### config.mk
export PLATFORM = sky130hd
export DESIGN_NAME = game_controller
export DESIGN_NICKNAME = d
export VERILOG_FILES = /design/src/rtl/pong_defs.sv /design/src/rtl/collision_check.sv /design/src/rtl/game_controller.sv
export SDC_FILE = /design/constraint.sdc
export NUM_CORES = 1
export LEC_CHECK = 0
export ABC_AREA = 1
export BUFFER_PORTS_ARGS = -buffer_cell sky130_fd_sc_hd__buf_2
export CAP_MARGIN = 40
export CORE_MARGIN = 3
export CORE_UTILIZATION = 40
export DETAILED_ROUTE_END_ITERATION = 8
export GPL_TIMING_DRIVEN = 0
export SYNTH_ARGS = -nofsm -noshare
export SYNTH_HDL_FRONTEND = slang
export SYNTH_SLANG_ARGS = --single-unit
### constraint.sdc
create_clock -name clk -period 3.8 [get_ports clk]
set_clock_uncertainty 0.05 [all_clocks]
set_input_delay 0.76 -clock clk [delete_from_list [all_inputs] [get_ports clk]]
set_output_delay 0.76 -clock clk [all_outputs]
set_load 0.01 [all_outputs]
### src/rtl/pong_defs.sv
// Shared Pong definitions: FSM state encodings, bounce bit indices, winner codes,
// default screen geometry and a saturating score increment.
package pong_defs;

    typedef enum logic [2:0] {
        IDLE      = 3'd0,
        SERVE     = 3'd1,
        PLAY      = 3'd2,
        POINT     = 3'd3,
        GAME_OVER = 3'd4
    } state_t;

    localparam int unsigned BOUNCE_X = 0;
    localparam int unsigned BOUNCE_Y = 1;

    localparam logic [1:0] WINNER_NONE = 2'b00;
    localparam logic [1:0] WINNER_ONE  = 2'b01;
    localparam logic [1:0] WINNER_TWO  = 2'b10;

    localparam int unsigned DEF_SCREEN_W = 640;
    localparam int unsigned DEF_SCREEN_H = 480;

    function automatic logic [3:0] sat_inc(input logic [3:0] v);
        return (v == 4'hF) ? v : v + 4'd1;
    endfunction

endpackage

### src/rtl/collision_check.sv
// Combinational 11-bit geometry tests of the ball against goals, walls and both paddles.
// Paddle overlap is purely geometric; direction gating is applied by the caller.
module collision_check
    import pong_defs::*;
#(
    parameter int unsigned SCREEN_W    = DEF_SCREEN_W,
    parameter int unsigned SCREEN_H    = DEF_SCREEN_H,
    parameter int unsigned GOAL_MARGIN = 4
) (
    input  logic [9:0] i_ball_x,
    input  logic [9:0] i_ball_y,
    input  logic [9:0] i_ball_w,
    input  logic [9:0] i_ball_h,
    input  logic [9:0] i_p1_x,
    input  logic [9:0] i_p1_y,
    input  logic [9:0] i_p1_w,
    input  logic [9:0] i_p1_h,
    input  logic [9:0] i_p2_x,
    input  logic [9:0] i_p2_y,
    input  logic [9:0] i_p2_w,
    input  logic [9:0] i_p2_h,
    output logic       o_goal_left,
    output logic       o_goal_right,
    output logic       o_p1_overlap,
    output logic       o_p2_overlap,
    output logic       o_wall
);

    logic [10:0] w_ball_r, w_ball_b;
    logic [10:0] w_p1_r, w_p1_b, w_p2_r, w_p2_b;

    assign w_ball_r = {1'b0, i_ball_x} + {1'b0, i_ball_w};
    assign w_ball_b = {1'b0, i_ball_y} + {1'b0, i_ball_h};
    assign w_p1_r   = {1'b0, i_p1_x} + {1'b0, i_p1_w};
    assign w_p1_b   = {1'b0, i_p1_y} + {1'b0, i_p1_h};
    assign w_p2_r   = {1'b0, i_p2_x} + {1'b0, i_p2_w};
    assign w_p2_b   = {1'b0, i_p2_y} + {1'b0, i_p2_h};

    assign o_goal_left  = {1'b0, i_ball_x} <= 11'(GOAL_MARGIN);
    assign o_goal_right = w_ball_r >= 11'(SCREEN_W - GOAL_MARGIN);

    // X test is inclusive on the paddle's far edge, Y test is strict on both sides.
    assign o_p1_overlap = ({1'b0, i_ball_x} <= w_p1_r) && (w_ball_r > {1'b0, i_p1_x}) &&
                          ({1'b0, i_ball_y} <  w_p1_b) && (w_ball_b > {1'b0, i_p1_y});
    assign o_p2_overlap = ({1'b0, i_ball_x} <= w_p2_r) && (w_ball_r > {1'b0, i_p2_x}) &&
                          ({1'b0, i_ball_y} <  w_p2_b) && (w_ball_b > {1'b0, i_p2_y});

    assign o_wall = (i_ball_y == '0) || (w_ball_b >= 11'(SCREEN_H));

endmodule

### src/rtl/game_controller.sv
// Pong rally/match sequencer: detects tick edges, resolves goals, paddle and wall bounces, keeps score.
// Define GAME_SPEEDUP_EN to add a speed output that ramps every 4 paddle hits within a rally.
module game_controller
    import pong_defs::*;
#(
    parameter int unsigned SCREEN_W    = DEF_SCREEN_W,
    parameter int unsigned SCREEN_H    = DEF_SCREEN_H,
    parameter int unsigned GOAL_MARGIN = 4,
    parameter int unsigned SERVE_TICKS = 120,
    parameter int unsigned POINT_TICKS = 60,
    parameter int unsigned WIN_SCORE   = 9
) (
    input  logic       clk,
    input  logic       reset,
    input  logic       tick,
    input  logic       start,
    input  logic [9:0] ball_pos_x,
    input  logic [9:0] ball_pos_y,
    input  logic [9:0] ball_size_x,
    input  logic [9:0] ball_size_y,
    input  logic [9:0] paddle_one_pos_x,
    input  logic [9:0] paddle_one_pos_y,
    input  logic [9:0] paddle_one_size_x,
    input  logic [9:0] paddle_one_size_y,
    input  logic [9:0] paddle_two_pos_x,
    input  logic [9:0] paddle_two_pos_y,
    input  logic [9:0] paddle_two_size_x,
    input  logic [9:0] paddle_two_size_y,
    output logic [1:0] bounce,
    output logic       ball_serve,
    output logic       run,
    output logic [3:0] score_one,
    output logic [3:0] score_two,
    output logic [1:0] winner,
`ifdef GAME_SPEEDUP_EN
    output logic [1:0] speed,
`endif
    output logic [2:0] state
);

    localparam int unsigned MAX_TICKS = (SERVE_TICKS > POINT_TICKS) ? SERVE_TICKS : POINT_TICKS;
    localparam int unsigned CNT_W     = $clog2(MAX_TICKS + 1);
    localparam logic [CNT_W-1:0] SERVE_LAST = CNT_W'(SERVE_TICKS - 1);
    localparam logic [CNT_W-1:0] POINT_LAST = CNT_W'(POINT_TICKS - 1);
    localparam logic [3:0]       WIN        = 4'(WIN_SCORE);

    state_t           r_state, w_state_nx;
    logic             r_tick_d, r_tick_edge;
    logic [CNT_W-1:0] r_cnt, w_cnt_nx;
    logic [3:0]       r_score_one, r_score_two, w_score_one_nx, w_score_two_nx;
    logic [1:0]       r_winner, w_winner_nx;
    logic             r_dir_x, w_dir_nx;
    logic [1:0]       r_bounce, w_bounce_nx;
    logic             r_serve, w_serve_nx;

    logic w_goal_left, w_goal_right, w_p1_overlap, w_p2_overlap, w_wall;

    collision_check #(
        .SCREEN_W   (SCREEN_W),
        .SCREEN_H   (SCREEN_H),
        .GOAL_MARGIN(GOAL_MARGIN)
    ) u_collide (
        .i_ball_x    (ball_pos_x),
        .i_ball_y    (ball_pos_y),
        .i_ball_w    (ball_size_x),
        .i_ball_h    (ball_size_y),
        .i_p1_x      (paddle_one_pos_x),
        .i_p1_y      (paddle_one_pos_y),
        .i_p1_w      (paddle_one_size_x),
        .i_p1_h      (paddle_one_size_y),
        .i_p2_x      (paddle_two_pos_x),
        .i_p2_y      (paddle_two_pos_y),
        .i_p2_w      (paddle_two_size_x),
        .i_p2_h      (paddle_two_size_y),
        .o_goal_left (w_goal_left),
        .o_goal_right(w_goal_right),
        .o_p1_overlap(w_p1_overlap),
        .o_p2_overlap(w_p2_overlap),
        .o_wall      (w_wall)
    );

    always_comb begin
        w_state_nx     = r_state;
        w_cnt_nx       = r_cnt;
        w_score_one_nx = r_score_one;
        w_score_two_nx = r_score_two;
        w_winner_nx    = r_winner;
        w_dir_nx       = r_dir_x;
        w_bounce_nx    = '0;
        w_serve_nx     = 1'b0;
        case (r_state)
            IDLE, GAME_OVER: begin
                if (start) begin
                    w_score_one_nx = '0;
                    w_score_two_nx = '0;
                    w_winner_nx    = WINNER_NONE;
                    w_serve_nx     = 1'b1;
                    w_cnt_nx       = '0;
                    w_state_nx     = SERVE;
                end
            end
            SERVE: begin
                if (r_tick_edge) begin
                    if (r_cnt == SERVE_LAST) begin
                        w_cnt_nx   = '0;
                        w_state_nx = PLAY;
                    end else begin
                        w_cnt_nx = r_cnt + 1'b1;
                    end
                end
            end
            PLAY: begin
                if (r_tick_edge) begin
                    // A goal takes priority and suppresses every bounce on this tick.
                    if (w_goal_left) begin
                        w_score_two_nx = sat_inc(r_score_two);
                        w_cnt_nx       = '0;
                        w_state_nx     = POINT;
                    end else if (w_goal_right) begin
                        w_score_one_nx = sat_inc(r_score_one);
                        w_cnt_nx       = '0;
                        w_state_nx     = POINT;
                    end else begin
                        if (r_dir_x && w_p1_overlap) begin
                            w_bounce_nx[BOUNCE_X] = 1'b1;
                            w_dir_nx              = 1'b0;
                        end else if (!r_dir_x && w_p2_overlap) begin
                            w_bounce_nx[BOUNCE_X] = 1'b1;
                            w_dir_nx              = 1'b1;
                        end
                        if (w_wall) begin
                            w_bounce_nx[BOUNCE_Y] = 1'b1;
                        end
                    end
                end
            end
            POINT: begin
                if (r_score_one == WIN) begin
                    w_winner_nx = WINNER_ONE;
                    w_state_nx  = GAME_OVER;
                end else if (r_score_two == WIN) begin
                    w_winner_nx = WINNER_TWO;
                    w_state_nx  = GAME_OVER;
                end else if (r_tick_edge) begin
                    if (r_cnt == POINT_LAST) begin
                        w_cnt_nx   = '0;
                        w_serve_nx = 1'b1;
                        w_dir_nx   = ~r_dir_x;
                        w_state_nx = SERVE;
                    end else begin
                        w_cnt_nx = r_cnt + 1'b1;
                    end
                end
            end
            default: w_state_nx = IDLE;
        endcase
    end

    always_ff @(posedge clk) begin
        if (reset) begin
            r_state     <= IDLE;
            r_tick_d    <= 1'b0;
            r_tick_edge <= 1'b0;
            r_cnt       <= '0;
            r_score_one <= '0;
            r_score_two <= '0;
            r_winner    <= WINNER_NONE;
            r_dir_x     <= 1'b0;
            r_bounce    <= '0;
            r_serve     <= 1'b0;
        end else begin
            r_tick_d    <= tick;
            r_tick_edge <= tick & ~r_tick_d;
            r_state     <= w_state_nx;
            r_cnt       <= w_cnt_nx;
            r_score_one <= w_score_one_nx;
            r_score_two <= w_score_two_nx;
            r_winner    <= w_winner_nx;
            r_dir_x     <= w_dir_nx;
            r_bounce    <= w_bounce_nx;
            r_serve     <= w_serve_nx;
        end
    end

`ifdef GAME_SPEEDUP_EN
    logic [1:0] r_hits, r_speed;

    always_ff @(posedge clk) begin
        if (reset || w_serve_nx) begin
            r_hits  <= '0;
            r_speed <= '0;
        end else if (w_bounce_nx[BOUNCE_X]) begin
            r_hits <= r_hits + 2'd1;
            if (r_hits == 2'd3 && r_speed != 2'd3) begin
                r_speed <= r_speed + 2'd1;
            end
        end
    end

    assign speed = r_speed;
`endif

    assign bounce     = r_bounce;
    assign ball_serve = r_serve;
    assign run        = (r_state == PLAY);
    assign score_one  = r_score_one;
    assign score_two  = r_score_two;
    assign winner     = r_winner;
    assign state      = r_state;

endmodule

==> results of run 1 <==
-- what timing repair did --
action	in CTS	in global routing
buffers inserted	0	9
gates resized for setup	3	38
pin swaps	0	37
endpoints found under the setup margin	1	2
-- final cells by class --
| cell class | count | area (um2) | area share |
|---|---|---|---|
| Multi-Input combinational cell | 717 | 4980 | 0.692 |
| Timing Repair Buffer | 148 | 763 | 0.106 |
| Inverter | 151 | 567 | 0.0788 |
| Sequential cell | 26 | 520 | 0.0723 |
| Tap cell | 180 | 225 | 0.0313 |
| Clock buffer | 3 | 75.1 | 0.0104 |
| Buffer | 3 | 33.8 | 0.00469 |
| Clock inverter | 1 | 30.0 | 0.00417 |
| Antenna cell | 1 | 2.50 | 0.000348 |
-- registers in the layout, summed over array words and instances, names as in the netlist --
signal	count
score_one	4
r_tick_d	1
r_tick_edge	1
winner	2
r_cnt	7
r_dir_x	1
ball_serve	1
score_two	4
state	3
bounce	2
-- worst max path at each step --
stage,startpoint,to,slack [ns],cells past startpoint
2_1_floorplan,paddle_two_pos_x[2],r_dir_x$_SDFFE_PP0P_,0.27,28
3_3_place_gp,paddle_two_pos_x[2],r_dir_x$_SDFFE_PP0P_,-0.32,29
3_5_place_dp,paddle_two_pos_x[2],r_dir_x$_SDFFE_PP0P_,-0.32,29
4_1_cts,paddle_two_pos_x[2],r_dir_x$_SDFFE_PP0P_,0.04,29
5_1_grt,paddle_one_size_x[2],r_dir_x$_SDFFE_PP0P_,-0.07,28
6_report,paddle_one_size_x[2],r_dir_x$_SDFFE_PP0P_,0.18,28
-- power groups by stage --
stage | sequential (W) | clock, W | combinational (W)
2_1_floorplan | 0.000364 | 0 | 0.00111
3_3_place_gp | 0.000363 | 0 | 0.00148
3_5_place_dp | 0.000363 | 0 | 0.00149
4_1_cts | 0.000357 | 0.000316 | 0.00150
5_1_grt | 0.000365 | 0.000326 | 0.00183
6_report | 0.000357 | 0.000311 | 0.00155
-- cells by family (layout without fill, tap and decap cells) --
kind of cell,after synthesis,after routing,share of synthesized area
AND/OR/NAND/NOR,368,368,0.270
AO/OA/AOI/OAI,151,151,0.144
buffers and inverters,154,306,0.101
flip-flops,26,26,0.0879
other,0,1,0
adder cells (fa/ha/maj),149,149,0.323
XOR/XNOR,49,49,0.0738
-- cells in the mapped netlist, types with 2 or more instances --
library cell | n | area (um2)
a21boi_2 | 2 | 22.5
a21o_1 | 5 | 37.5
a21oi_1 | 88 | 440
a21oi_2 | 4 | 35.0
a31oi_1 | 8 | 50.1
buf_6 | 3 | 33.8
dfxtp_1 | 26 | 521
fa_1 | 6 | 120
ha_1 | 143 | 1790
inv_1 | 148 | 556
inv_2 | 2 | 7.51
nand2_1 | 199 | 747
nand2_2 | 7 | 43.8
nand3_1 | 38 | 190
nand3_2 | 3 | 30.0
nand3b_1 | 3 | 22.5
nand4_1 | 19 | 119
nor2_1 | 77 | 289
nor3_1 | 10 | 50.1
nor3b_1 | 4 | 30.0
nor4_1 | 4 | 25.0
o21a_1 | 4 | 30.0
o21ai_0 | 25 | 125
o21bai_1 | 9 | 67.6
xnor2_1 | 14 | 123
xor2_1 | 34 | 298
-- through the flow --
step,total power [W],cells,setup WS [ns]
4_1_cts,0.00218,1220,0.0379
3_3_place_gp,0.00184,1216,-0.321
3_5_place_dp,0.00185,1216,-0.321
6_report,0.00222,1230,0.182
2_1_floorplan,0.00148,897,0.266
5_1_grt,0.00252,1230,-0.0722
-- per-layer routing --
metal  global-route usage  vias up  share of wire
met5                    0        -        0.00090
met4               0.0200        2         0.0050
met3               0.0217        8          0.043
met2                0.326      107           0.47
met1                0.258     2612           0.49
li1                     -     3297              -
==> impl_metrics.toml, run 1 <==
[min_path]
worstHoldStart = "r_tick_d$_SDFF_PP0_"
hold_path_depth = 1
min_to = "r_tick_edge$_SDFF_PP0_"
holdCritPathClass = "reg2reg"

[yosys]
ys_seq_area_frac = 0.0879
synth_cell_types = 38
synth_area_per_cell_um2 = 6.60
netlist_instances = 897
synth_edf_count = 0
async_flop_share = 0
synth_nets = 1170
synth_flop_cell = "dfxtp_1"
ys_ff_latch = 26
netlist_area_um2 = 5920
yosysWarnings = 0

[final_layout]
areaGrowthSynthToFinish_pct = 21.6
layout_common_cells = "nand2_1 (191), inv_1 (147), buf_2 (139), ha_1 (138), a21oi_1 (79)"
drive_gt1_frac = 0.199
nFillCells = 1485
final_cell_area_um2 = 7200
post-route-util = 0.509
layout.nets = 1323
mostFrequentLayoutCell = "nand2_1"

[clocking]
clock_latency_ns = 0.27
cts_hold_buffers = 0
root_buffer = "clkbuf_16"
cts_tree = "yes"
cts_made_buffers = 3
cts.clk_slew.worst_paths_ns = 0.07
clk_path_buf_depth = 2
cts_max_level = 1
cts_sinks = 26

[critical_path]
r2r_cells = 12
worstSetupPathType = "in2reg"
arrival_ns = 3.73
crit_path_max_incr_delay_ns = 0.33
critPathSlowestCell = "ha_1"
reg2reg_from = "score_one[1]$_SDFFE_PP0P_"
critPathBufInv = 2
cp_top_family = "simple AND/OR/NAND/NOR gates"
worstPathRequired_ns = 3.91
worstSetupStartpointType = "input port"
worstReg2RegEnd = "r_cnt[2]$_SDFFE_PP0P_"
reg2reg_slack_ns = 1.53
crit_fanout = 4
end_kind = "register"

[route]
route.detailed.drc = 0
wl_um = 15600
drtIter0Drc = 160
viasPerCell = 4.90
wl_per_cell_um = 12.7
ant_nets = 0
dr.pass1.iters = 4
vias = 6026

[floorplanning]
fp.dieW_um = 128
ios = 141
die_h_um = 128
fp-row-count = 43
coreArea_um2 = 14100
start_util = 0.418
die_area_um2 = 16300

[sta]
hold_violations = 0
setup_violations = 0
period_share = 0.952
drv_slew = 0
hold_slack_ns = 0.344
tightest_slew_ns = 0.738
slew_headroom = 0.508
setup-tns-final_ns = 0
fmax_mhz = 276
timing.final.crit_period_ns = 3.62

[grt]
grt_first_pass_wirelength_um = 25800
overflow = 0
grt_usage = 0.188
grt_max_degree = 16
grt_pass1_vias = 5706
antenna_found_initial = 2

[run_status]
status = "finished clean"

[power_and_ir_drop]
power_switching_share = 0.485
clockPowerShare = 0.140
combPwrFrac = 0.699
p_switching_w = 0.00108
leakagePower_nw = 3.97
p_per_area_nw_per_um2 = 309
internal-power_w = 0.00114
power_frac_seq = 0.161
irDropWorstVdd_v = 0.000259

[job]
cap_viol_max_count = 0

[placed_design]
hpwl_um = 13500
dpl-instance-area_um2 = 6840
numPortBuffers = 139
place_congestion = 0.849
No activity file was read; power rests on OpenSTA's default activity.
==> inputs of run 2 (changes only) <==
CELL_PAD_IN_SITES_DETAIL_PLACEMENT = 1   (was not set)
CELL_PAD_IN_SITES_GLOBAL_PLACEMENT = 2   (was not set)
CORE_UTILIZATION = 30   (was 40)
PLACE_DENSITY_LB_ADDON = 0.1   (was not set)
==> impl_metrics.toml, run 2 (synthesis results as in run 1) <==
[run_status]
status = "finished clean"

[floorplanning]
coreArea_um2 = 19000
die_h_um = 146
die_area_um2 = 21400
start_util = 0.311
fp.dieW_um = 146
fp-row-count = 50
ios = 141

[sta]
fmax_mhz = 280
period_share = 0.939
slew_headroom = 0.524
drv_slew = 0
fin_ws_ns = 0.232
tightest_slew_ns = 0.713
rsz0062_at_grt = "true"
timing.final.crit_period_ns = 3.57
setup_violations = 0
hold_violations = 0

[grt]
antenna_found_initial = 1
overflow = 0
grt_pass1_vias = 6328
grt_usage = 0.168
grt_max_degree = 15
grt_first_pass_wirelength_um = 30400

[clocking]
cts_tree = "yes"
clk_path_buf_depth = 2
root_buffer = "clkbuf_16"
cts_hold_buffers = 0
cts_sinks = 26
clock_latency_ns = 0.26
cts_made_buffers = 3
cts.clk_slew.worst_paths_ns = 0.07
cts_max_level = 1

[power_and_ir_drop]
irDropWorstVdd_v = 0.000249
leakagePower_nw = 3.96
clockPowerShare = 0.117
p_per_area_nw_per_um2 = 306
p_switching_w = 0.00113
power_switching_share = 0.505
combPwrFrac = 0.723
power_frac_seq = 0.161
internal-power_w = 0.00111

[final_layout]
post-route-util = 0.384
drive_gt1_frac = 0.207
nFillCells = 2505
stdcell_count = 1309
areaGrowthSynthToFinish_pct = 23.6
layout_common_cells = "nand2_1 (191), inv_1 (146), buf_2 (137), ha_1 (135), a21oi_1 (78)"
largest_register_ffs = 7
layout.nets = 1323
n_antenna_cell = 0
mostFrequentLayoutCell = "nand2_1"
top_register = "r_cnt"

[placed_design]
hpwl_um = 16500
place_congestion = 0.850
dp_slack_ns = -0.394
place_inst = 1296
numPortBuffers = 139

[critical_path]
worstSetupStartpointType = "input port"
crit_path_max_incr_delay_ns = 0.27
critPathSlowestCell = "ha_1"
arrival_ns = 3.68
end_kind = "register"
worstPathRequired_ns = 3.91
crit_fanout = 3
r2r_cells = 12
worstSetupPathType = "in2reg"
cp_common_cell = "nand2_1"

[min_path]
holdCritPathClass = "reg2reg"
hold_path_depth = 1

[route]
wl_per_cell_um = 14.2
dr.pass1.iters = 4
viasPerCell = 4.72
vias = 6177
route.detailed.drc = 0
drtIter0Drc = 114
wl_um = 18500
ant_nets = 0

[job]
cap_viol_max_count = 0
[run 2: cell types whose count changed in the layout (fill, tap and decap cells not counted), moves of 2 or more]
cell and delta:
nor2_2 +3, nor2_1 -3, ha_2 +2, buf_2 -2, buf_6 +2, ha_1 -3
[run 2: final timing paths]
path	endpoint	from	slack, ns
max	r_dir_x$_SDFFE_PP0P_	paddle_two_size_x[2]	0.23
min	r_tick_edge$_SDFF_PP0_	r_tick_d$_SDFF_PP0_	0.35
max reg2reg	r_cnt[6]$_SDFFE_PP0P_	score_one[1]$_SDFFE_PP0P_	1.55
min reg2reg	r_tick_edge$_SDFF_PP0_	r_tick_d$_SDFF_PP0_	0.35
[run 2: per-layer routing]
layer,global-route usage,share of wire,up-vias
met4,0.0151,0.0075,2
met3,0.0164,0.025,11
met2,0.312,0.50,87
met5,0,0.00070,-
li1,-,-,3278
met1,0.219,0.47,2799
[run 2: through the flow]
step	hold WS (ns)	total power (W)	TNS (ns)	cell area [um2]
floorplan	0.323	0.00148	0	5920
global placement	0.329	0.00190	-0.615	6940
detailed placement	0.347	0.00192	-0.578	6940
CTS	0.357	0.00220	0	7040
global route	0.363	0.00254	-0.0491	7310
finish	0.348	0.00224	0	7310
[run 2: area by class of cell]
| class | count | area, um2 | share of cell area |
|---|---|---|---|
| multi-input cells | 717 | 5000 | 0.684 |
| well taps | 260 | 325 | 0.0445 |
| clock buffers | 4 | 88.8 | 0.0121 |
| inverters | 151 | 567 | 0.0775 |
| flip-flops and latches | 26 | 520 | 0.0712 |
| repair buffers | 148 | 776 | 0.106 |
| plain buffers | 3 | 33.8 | 0.00462 |
[run 2: worst max-delay path, delay by kind of cell]
family,cells,cell delay [ns]
adders and majority gates,2,0.52
buffers and inverters,3,0.22
and+or+nand+nor,16,1.05
AOI/OAI and AO/OA,7,0.93
xor gates and xnor gates,1,0.19
[run 2: power groups by stage]
stage / registers, W / logic, W / clock network, W
global route: 0.000369 / 0.00188 / 0.000284
CTS: 0.000361 / 0.00157 / 0.000269
floorplan: 0.000364 / 0.00111 / 0
detailed placement: 0.000367 / 0.00155 / 0
finish: 0.000360 / 0.00162 / 0.000261
global placement: 0.000366 / 0.00153 / 0
[run 2: what timing repair did]
action / in CTS / in global routing
buffers inserted: 0 / 9
pin swaps: 0 / 40
gates resized for setup: 4 / 47
endpoints found under the setup margin: 1 / 2
